## src/rtl/shft_left.sv

```systemverilog
// Branch-offset left shifter: multiplies the sign-extended offset by 2^SHAMT for the branch-target adder.
// Provides a zero-latency combinational result and a registered, valid-qualified copy.
module shft_left #(
  parameter int WIDTH = 6,
  parameter int SHAMT = 1
) (
  input  logic             clk,
  input  logic             rst_n,
  input  logic [WIDTH-1:0] in_se,
  input  logic             in_valid,
  output logic [WIDTH-1:0] out_adder2,
  output logic             ovf,
  output logic [WIDTH-1:0] out_adder2_q,
  output logic             ovf_q,
  output logic             out_valid
);

  logic [WIDTH-1:0] out_adder2_d;
  logic             ovf_d;
  logic             out_valid_d;
  logic             out_valid_q;

  // Per-bit wiring keeps X confined to its own shifted position; inserted LSBs are hard zeros.
  for (genvar gi = 0; gi < WIDTH; gi++) begin : g_shift
    if (gi < SHAMT) begin : g_zero
      assign out_adder2[gi] = 1'b0;
    end else begin : g_move
      assign out_adder2[gi] = in_se[gi-SHAMT];
    end
  end

  assign ovf = |in_se[WIDTH-1 -: SHAMT];

  always_comb begin
    out_adder2_d = out_adder2_q;
    ovf_d        = ovf_q;
    out_valid_d  = in_valid;
    if (in_valid) begin
      out_adder2_d = out_adder2;
      ovf_d        = ovf;
    end
  end

  always_ff @(posedge clk or negedge rst_n) begin
    if (!rst_n) begin
      out_adder2_q <= '0;
      ovf_q        <= 1'b0;
      out_valid_q  <= 1'b0;
    end else begin
      out_adder2_q <= out_adder2_d;
      ovf_q        <= ovf_d;
      out_valid_q  <= out_valid_d;
    end
  end

  assign out_valid = out_valid_q;

endmodule

```

## config.mk

```make
export PLATFORM = sky130hd
export DESIGN_NAME = shft_left
export DESIGN_NICKNAME = d
export VERILOG_FILES = /design/src/rtl/shft_left.sv
export SDC_FILE = /design/constraint.sdc
export NUM_CORES = 1
export LEC_CHECK = 0
export BUFFER_PORTS_ARGS = -buffer_cell sky130_fd_sc_hd__buf_2
export CAP_MARGIN = 20
export CORE_MARGIN = 3
export CORE_UTILIZATION = 25
export CTS_CLUSTER_SIZE = 20
export DETAILED_ROUTE_END_ITERATION = 10
export HOLD_SLACK_MARGIN = 0.02
export PLACE_DENSITY = 0.64
export SLEW_MARGIN = 20
export SYNTH_ARGS = -nofsm -noshare
export SYNTH_HDL_FRONTEND = slang
export SYNTH_SLANG_ARGS = --single-unit
```

## constraint.sdc

```tcl
create_clock -name clk -period 0.9 [get_ports clk]
set_input_delay 0.09 -clock clk [delete_from_list [all_inputs] [get_ports clk]]
set_output_delay 0.09 -clock clk [all_outputs]
set_load 0.05 [all_outputs]
```

# ---- Word level (Yosys, flattened, before mapping)
# Cells that the tools add are included.
dict set report totals {
  ff_bits 7
}

# ---- Logic depth before layout (Yosys ltp)
# Gate-level depths: netlist (run 1).
dict set report logic_depth {
  word_depth 0
  ltp_mapped 2
  depth_no_buf 1
}

# ---- Least setup slack after synthesis (run 1)
# No wires, ideal clock.
dict set report synth_path {
  kind {reg-to-reg}
  startpoint {register, netlist name out_adder2_q[1]}
  endpoint {register out_adder2_q[1]}
  arrival_ns 0.869
  path_stages_with_launch 2
  slack_ns -0.094
  path_buffers 0
  required_time_ns 0.775
  cell_sequence {dfrtp_1 mux2_4}
}
# element line_no
set synth_rtl {}
lappend synth_rtl {{to (signal assigned)} 50} ;# out_adder2_q <= out_adder2_d;
lappend synth_rtl {{to (decl)} 13} ;# output logic [WIDTH-1:0] out_adder2_q,

# ---- Final worst setup path (run 1)
dict set report layout_path {
  startpoint {register out_adder2_q[3]}
  endpoint {output port out_adder2_q[3]}
}
# No word-level cell between the ends.

==> results of run 1 <==
==> cells in the final DEF, fill, tap and decap left out <==
master	netlist	layout
mux2_4	6	6
dfrtp_2	0	6
clkbuf_4	0	3
clkbuf_1	0	1
dlygate4sd3_1	0	1
dfrtp_1	7	1
conb_1	1	2
buf_2	0	14
buf_6	1	7
==> layout make-up <==
cell class,count,share of cell area
Clock buffer,4,0.0544
Timing Repair Buffer,22,0.329
Sequential cell,7,0.378
Multi-Input combinational cell,8,0.202
Tap cell,14,0.0363
==> how the worst max path moves through the flow <==
stage	cells past startpoint	to	slack (ns)	from
2_1_floorplan	1	out_adder2_q[1]	-0.009	out_adder2_q[1]
3_3_place_gp	1	out_adder2_q[4]	0.14	out_adder2_q[4]
3_5_place_dp	2	out_adder2_q[5]	0.13	in_valid
4_1_cts	1	out_adder2_q[2]	-0.005	out_adder2_q[2]
5_1_grt	1	out_adder2_q[2]	-0.03	out_adder2_q[2]
6_report	1	out_adder2_q[3]	0.003	out_adder2_q[3]
==> what timing repair did <==
action                     4_1_cts  5_1_grt
resized for setup               14        0
setup endpoints to repair        7        7
gates cloned                     0        0
hold endpoints to repair         7        0
setup buffers                    0        0
pin swaps                        0        0
hold buffers                     1        0
==> cell usage after synthesis (all sizes together) <==
cell type	count	area [µm²]
buf	9	71.3
mux2	6	90.1
dfrtp	7	175
conb	1	3.75
==> through the flow <==
step	setup WS (ns)	area (µm²)	util	hold slack [ns]
CTS	-0.00531	483	0.407	0.0748
detailed placement	0.129	403	0.340	-0.0718
floorplan	-0.00946	352	-	-0.206
finish	0.00270	483	0.407	0.0831
global placement	0.136	403	0.340	-0.0705
global route	-0.0327	483	0.407	0.0687
==> registers in the layout, indices dropped and copies added, names as in the netlist <==
name,count
out_adder2_q,5
ovf_q,1
out_valid,1
==> kinds of logic after synthesis <==
group,Yosys count
buffers and inverters,9
flip-flops,7
multiplexers,6
other,1
==> power by group through the flow <==
stage	combinational, mW	sequential [mW]	clock (mW)
2_1_floorplan	0.151	0.475	0
3_3_place_gp	0.300	0.367	0
3_5_place_dp	0.302	0.367	0
4_1_cts	0.341	0.370	0.293
5_1_grt	0.352	0.375	0.323
6_report	0.339	0.371	0.281
==> metal layers <==
layer  vias up  GRT usage  wire length [µm]
li1        101          -                 -
met5         -          0                 0
met2        20     0.0778               210
met1        92     0.0954               279
met3         0     0.0890               123
met4         0     0.0186                 0
==> flow_summary.ini, run 1 <==
[setup_path]
endpoint_kind = output port
regToRegStartpoint = out_adder2_q[4]
crit_buf_inv = 1
cpPeakStageDelay_ns = 0.41
start_kind = register
cp_slowest_cell = dfrtp_2
cp.required_ns = 0.81
crit_chain = buf_6
arrival_ns = 0.81
r2r_cells = 1
crit_type = reg2out
rr_endpoint = out_adder2_q[4]
path_max_fanout = 2
cp_top_family = flip-flops
r2r_setup_slack_ns = 0.10

[yosys]
synthCells = 23
yosysWarnings = 0
synth_mux_area_frac = 0.265
synth.ff_latch_count = 7
synth-adder-area-share = 0
syn_avg_cell_area_um2 = 14.8
synth_compound_area_frac = 0
synth_area_um2 = 340
synth_simple_gate_area_share = 0
synth_xor_xnor_area_share = 0
yosysSeqAreaShare = 0.515
synth_top_family_by_area = multiplexers
yosysUniqueCellTypes = 5

[cells_and_area]
register_area_um2 = 183
fillers = 116
final_cell_count_no_fill = 55
multi_input_area_um2 = 97.6
drive_gt1_frac = 0.878
n_antenna_cell = 0
areaGrowthSynthToFinish_pct = 41.9
layout.nets = 51

[drt]
wl_per_cell_um = 11.1
routed_wirelength_um = 613
drc = 0
first_pass_iters = 2
viasPerCell = 3.87
drtAntennaViolNets = 0
drt_iter0_drc = 1
vias = 213

[clocking]
cts_sinks = 7
clk_pin_slew_ns = 0.05
htreeDepth = 1
cts_buffer_depth = 2
root_buffer = clkbuf_4
cts_buffers = 3
worst_skew_pair.late_latency_ns = 0.24
cts_tree = done

[global_routing]
grt_pass1_vias = 198
track_usage = 0.0757
grt_start_max_net_pins = 8
grt.overflow.total = 0
antenna_found_initial = 0
grt_pass1_wl_um = 903

[sta]
rsz0062_at_grt = yes
setup-violations-final = 0
period_minus_slack_ns = 0.897
skew_ns = 0
slew_violations = 0
min_period_over_period = 0.997
hold_viol = 0
finalSetupTns_ns = 0
fmaxAchievable_mhz = 1110

[die]
die_height_um = 42.9
die_w_um = 42.9
die-area_um2 = 1840
core_area_um2 = 1190
io_pins = 24
rows = 12
start_util = 0.287

[power_and_ir_drop]
p_leak_nw = 0.248
vdd_drop_max_mv = 0.844
power_density_nw_per_um2 = 2050
internal-power_mw = 0.639
p_switching_mw = 0.352
netSwitchingFraction = 0.355
combPwrFrac = 0.342
power_frac_clock = 0.284
seq_power_share = 0.374
total_power_mw = 0.991

[min_path]
min_to = out_adder2_q[2]
worstHoldStart = in_se[1]
hold_depth = 2
min_path_type = in2reg

[placed_design]
place_inst = 50
gp_routability_congestion = 0.616
io_buffers = 21

[outcome]
run_status = finished clean

[run]
drv_cap = 0
No activity file was read; power rests on OpenSTA's default activity.
==> run 2, diff against run 1 <==
BUFFER_PORTS_ARGS = -buffer_cell sky130_fd_sc_hd__clkbuf_2   (was -buffer_cell sky130_fd_sc_hd__buf_2)
PLACE_DENSITY = 0.6   (was 0.64)
SLEW_MARGIN = not set   (was 20)
==> run 2 against run 1 <==
  * Total power is 3.2% higher
  * Highest routed layer unchanged
  * First-iteration DRC count is 100% higher
  * Non-clock buffer count stayed put
  * The flow now finishes with violations (setup timing)
  * Design area is 5.4% higher
  * Setup slack worse by 0.012 ns
  * Utilization is 2.2 points higher
  * Global-route usage is 0.69 points higher
  * Largest power group unchanged
  * Sequential share of layout area is 2.0 points lower
  * Die area stayed put
==> flow_summary.ini, run 2 (same netlist as run 1, synthesis figures left out) <==
[die]
io_pins = 24
die_height_um = 42.9
rows = 12
core_area_um2 = 1190
start_util = 0.287
die-area_um2 = 1840
die_w_um = 42.9

[drt]
first_pass_iters = 2
drc = 0
viasPerCell = 3.96
wl_per_cell_um = 11.2
vias = 218
drtAntennaViolNets = 0
drt_iter0_drc = 2
routed_wirelength_um = 617

[cells_and_area]
layout.nets = 51
largest_reg_flops = 5
layout_common_cells = clkbuf_2 (14), buf_8 (7), mux2_4 (6), dfrtp_2 (6), clkbuf_4 (3)
final_cell_count_no_fill = 55
areaGrowthSynthToFinish_pct = 49.6
final_common_cell = clkbuf_2
drive_gt1_frac = 0.878
design_area_um2 = 509
n_antenna_cell = 0
largest-register = out_adder2_q

[sta]
skew_ns = 0
min_period_over_period = 1.01
setup_ws_ns = -0.00909
fmaxAchievable_mhz = 1100
fin_hold_ws_ns = 0.0829
period_minus_slack_ns = 0.909
slew_violations = 0
setup-violations-final = 5
rsz0062_at_grt = yes
hold_viol = 0
finalSetupTns_ns = -0.0216

[power_and_ir_drop]
combPwrFrac = 0.354
internal-power_mw = 0.662
p_leak_nw = 0.261
total_power_mw = 1.02
netSwitchingFraction = 0.353
p_switching_mw = 0.361
power_density_nw_per_um2 = 2010
vdd_drop_max_mv = 0.819
seq_power_share = 0.367
power_frac_clock = 0.278

[run]
drv_cap = 0

[placed_design]
placed_area_um2 = 403
io_buffers = 21
gp_routability_congestion = 0.619
place_inst = 50

[setup_path]
endpoint_kind = output port
cp.required_ns = 0.81
r2r_cells = 1
start_kind = register
cp-startpoint = out_adder2_q[4]
cp_top_family = flip-flops
crit_buf_inv = 1
crit_chain = buf_8
path_depth = 1
cp_slowest_cell = dfrtp_2
r2r_setup_slack_ns = 0.10
regToRegStartpoint = ovf_q
crit_type = reg2out
cpPeakStageDelay_ns = 0.41
arrival_ns = 0.82
path_max_fanout = 2

[clocking]
cts_sinks = 7
worst_skew_pair.late_latency_ns = 0.25
clk_pin_slew_ns = 0.05
cts_tree = done
postCtsSetupBuffers = 0
root_buffer = clkbuf_4
htreeDepth = 1
cts_buffers = 3
cts_buffer_depth = 2

[min_path]
hold_depth = 2
min_path_type = in2reg
worstHoldStart = in_se[3]

[global_routing]
grt_pass1_wl_um = 1030
grt_pass1_vias = 232
grt.overflow.total = 0
antenna_found_initial = 0
track_usage = 0.0826
grt_start_max_net_pins = 8

[outcome]
violations = setup timing
run_status = finished, violations left
==> run 2: per-stage QoR <==
stage	setup slack (ns)	util
floorplan	-0.00946	-
global placement	0.133	0.340
detailed placement	0.128	0.340
CTS	-0.0385	0.422
global route	-0.0407	0.429
finish	-0.00909	0.429
==> run 2: cell type report <==
cell class / instances / area [µm²]
Clock buffer: 4 / 26.3
Fill cell: 116 / 677
Multi-Input combinational cell: 8 / 97.6
Sequential cell: 7 / 183
Tap cell: 14 / 17.5
Timing Repair Buffer: 22 / 185
==> run 2: repair_timing <==
action,in CTS,in global routing
resized for setup,14,7
hold buffers,1,0
endpoints found under the setup margin,7,7
endpoints found under the hold margin,7,0
==> run 2: power by group through the flow <==
stage                     clock (mW)  combinational, mW  sequential [mW]
final                          0.285              0.362            0.376
after CTS                      0.309              0.352            0.368
after detailed placement           0              0.301            0.367
after global placement             0              0.297            0.370
after global routing           0.317              0.375            0.381
after floorplan                    0              0.151            0.475
==> run 2: final timing paths <==
check / endpoint
hold reg to reg: out_adder2_q[3]
setup reg to reg: ovf_q
hold / removal: out_adder2_q[4]
setup / recovery: out_adder2_q[4]
max in group asynchronous: ovf_q
min in group asynchronous: out_adder2_q[1]
==> run 2: layer usage <==
metal / wire length, µm / global-route usage / up-vias
met2: 266 / 0.102 / 20
met5: 0 / 0 / -
met4: 0 / 0.0559 / 0
met1: 254 / 0.0951 / 97
met3: 96 / 0.0636 / 0
li1: - / - / 101
==> run 3, diff against run 2 <==
ABC_AREA = 1   (was not set)
CORE_AREA = 3 3 40 42   (was not set)
CORE_MARGIN = not set   (was 3)
CORE_UTILIZATION = not set   (was 25)
DIE_AREA = 0 0 43 45   (was not set)
PLACE_DENSITY = 0.59   (was 0.6)
==> run 3 against run 2 <==
  * The flow still finishes with violations (setup timing)
  * Non-clock buffer count increased by 2
  * Clock-buffer cell count unchanged
  * Design area decreased by 2.0%
  * Highest routed layer unchanged
==> flow_summary.ini, run 3 <==
[sta]
rsz0062_at_grt = yes
min_period_over_period = 1.01
period_minus_slack_ns = 0.905
setup_ws_ns = -0.00522
finalSetupTns_ns = -0.00522
setup-violations-final = 1
hold_viol = 0
fmaxAchievable_mhz = 1100
slew_violations = 0
skew_ns = 0

[cells_and_area]
multi_input_area_um2 = 75.1
layout.nets = 66
largest_reg_flops = 5
drive_gt1_frac = 0.482
fillers = 143
final_common_cell = nand2_1
finalCoreUtilization = 0.389
register_area_um2 = 175
layout_common_cells = nand2_1 (18), clkbuf_2 (14), dfrtp_1 (7), buf_8 (7), clkbuf_4 (3)
largest-register = out_adder2_q
n_antenna_cell = 0
areaGrowthSynthToFinish_pct = 60.9
design_area_um2 = 499

[yosys]
synth_top_flop_cell = dfrtp_1
synth_compound_area_frac = 0
synth_xor_xnor_area_share = 0
synth_top_area_frac = 0.565
synthTopCellsByCount = nand2_1 (18), buf_4 (8), dfrtp_1 (7)
synth_edf_count = 0
yosysUniqueCellTypes = 5
synth_mux_area_frac = 0
synth_area_um2 = 310
async_flop_share = 1.00
synth.most_common_cell = nand2_1
yosysWarnings = 0
synth_top_family_by_area = simple AND/OR/NAND/NOR gates
syn_avg_cell_area_um2 = 8.87
synth-adder-area-share = 0
yosys.area.top_type = dfrtp_1
yosysSeqAreaShare = 0.565
synth.ff_latch_count = 7
synth.area.top_cells = dfrtp_1 (56%), nand2_1 (22%), buf_4 (19%)
synthCells = 35
synth_simple_gate_area_share = 0.218

[die]
io_pins = 24
die_height_um = 45
die-area_um2 = 1940
rows = 13
start_util = 0.241
die_w_um = 43
core_area_um2 = 1280

[power_and_ir_drop]
p_leak_nw = 0.286
power_density_nw_per_um2 = 1950
vdd_drop_max_mv = 0.605

[run]
drv_cap = 0

[drt]
drt_iter0_drc = 0
viasPerCell = 3.76
first_pass_iters = 1
drc = 0
wl_per_cell_um = 8.92
vias = 267
drtAntennaViolNets = 0
routed_wirelength_um = 633

[setup_path]
endpoint_kind = output port
crit_end = out_adder2_q[5]
regToRegStartpoint = out_adder2_q[1]
crit_chain = buf_8
cpPeakStageDelay_ns = 0.40
cp_top_family = flip-flops
cp.required_ns = 0.81
rr_endpoint = out_adder2_q[1]
cp-startpoint = out_adder2_q[5]
crit_type = reg2out
arrival_ns = 0.82
path_depth = 1
r2r_cells = 3
crit_buf_inv = 1
cp_slowest_cell = dfrtp_1
path_max_fanout = 2
r2r_setup_slack_ns = 0.17
start_kind = register

[clocking]
htreeDepth = 1
cts_buffers = 3
cts_sinks = 7
cts_tree = done
cts_buffer_depth = 2
clk_pin_slew_ns = 0.05
root_buffer = clkbuf_4
worst_skew_pair.late_latency_ns = 0.25

[global_routing]
grt_start_max_net_pins = 9
track_usage = 0.0822
antenna_found_initial = 0
grt.overflow.total = 0
grt_pass1_vias = 239
grt_pass1_wl_um = 1030

[min_path]
min_path_type = in2reg
worstHoldStart = in_se[2]

[placed_design]
io_buffers = 21
placed_area_um2 = 378
gp_routability_congestion = 0.592

[outcome]
run_status = finished, violations left
violations = setup timing
run 3: cell types whose count changed after synthesis, sizes merged:
cell and change:
buf -1, inv +1, mux2 -6, nand2 +18
run 3: worst min path at each step:
stage,end,slack [ns],cells past startpoint
after floorplan,out_adder2_q[1],-0.21,0
after global placement,ovf_q,-0.07,1
after detailed placement,ovf_q,-0.06,1
after CTS,out_adder2_q[3],0.04,3
after global routing,out_adder2_q[1],0.05,3
final,out_adder2_q[3],0.05,3
run 3: cell families after synthesis:
logic type,after synthesis
flops,7
simple gates,18
buf+inv,9
other cells,1
run 3: power by group:
part	total, mW	internal [mW]	switching (mW)	leakage, nW
Sequential	0.364	0.342	0.0226	0.0847
Combinational	0.328	0.114	0.214	0.187
Clock	0.281	0.169	0.112	0.0150
run 3: layout make-up:
| type | count | area share |
|---|---|---|
| clock buffers | 4 | 0.0526 |
| inverters | 1 | 0.00752 |
| multi-input cells | 20 | 0.150 |
| flip-flops and latches | 7 | 0.351 |
| well taps | 15 | 0.0376 |
| repair buffers | 24 | 0.401 |
run 3: what timing repair did:
action                     CTS  global route
pin swaps                    0             0
buffers inserted             1             1
setup endpoints to repair    7             7
hold buffers                 1             0
hold endpoints to repair     7             0
gates resized for setup     14             7
run 3: routing by layer:
layer  part of all wire  vias up  GRT usage
li1                   -      137          -
met1               0.35      116     0.0813
met2               0.54       14      0.114
met3               0.11        0     0.0478
met4                  0        0     0.0904
met5                  0        -          0
run 3: worst min-delay path: cells and delay by family:
family                 cells  cell delay (ns)
and+or+nand+nor            2             0.09
buffers and inverters      1             0.08
run 3: stage by stage:
step           std cells  worst slack (ns)  total power [mW]  hold slack, ns
2_1_floorplan         36            0.0675             0.574          -0.206
3_3_place_gp          64             0.208             0.621         -0.0651
3_5_place_dp          64             0.187             0.624         -0.0641
4_1_cts               70           -0.0363             0.982          0.0367
5_1_grt               71           -0.0414              1.03          0.0501
6_report              71          -0.00522             0.973          0.0519
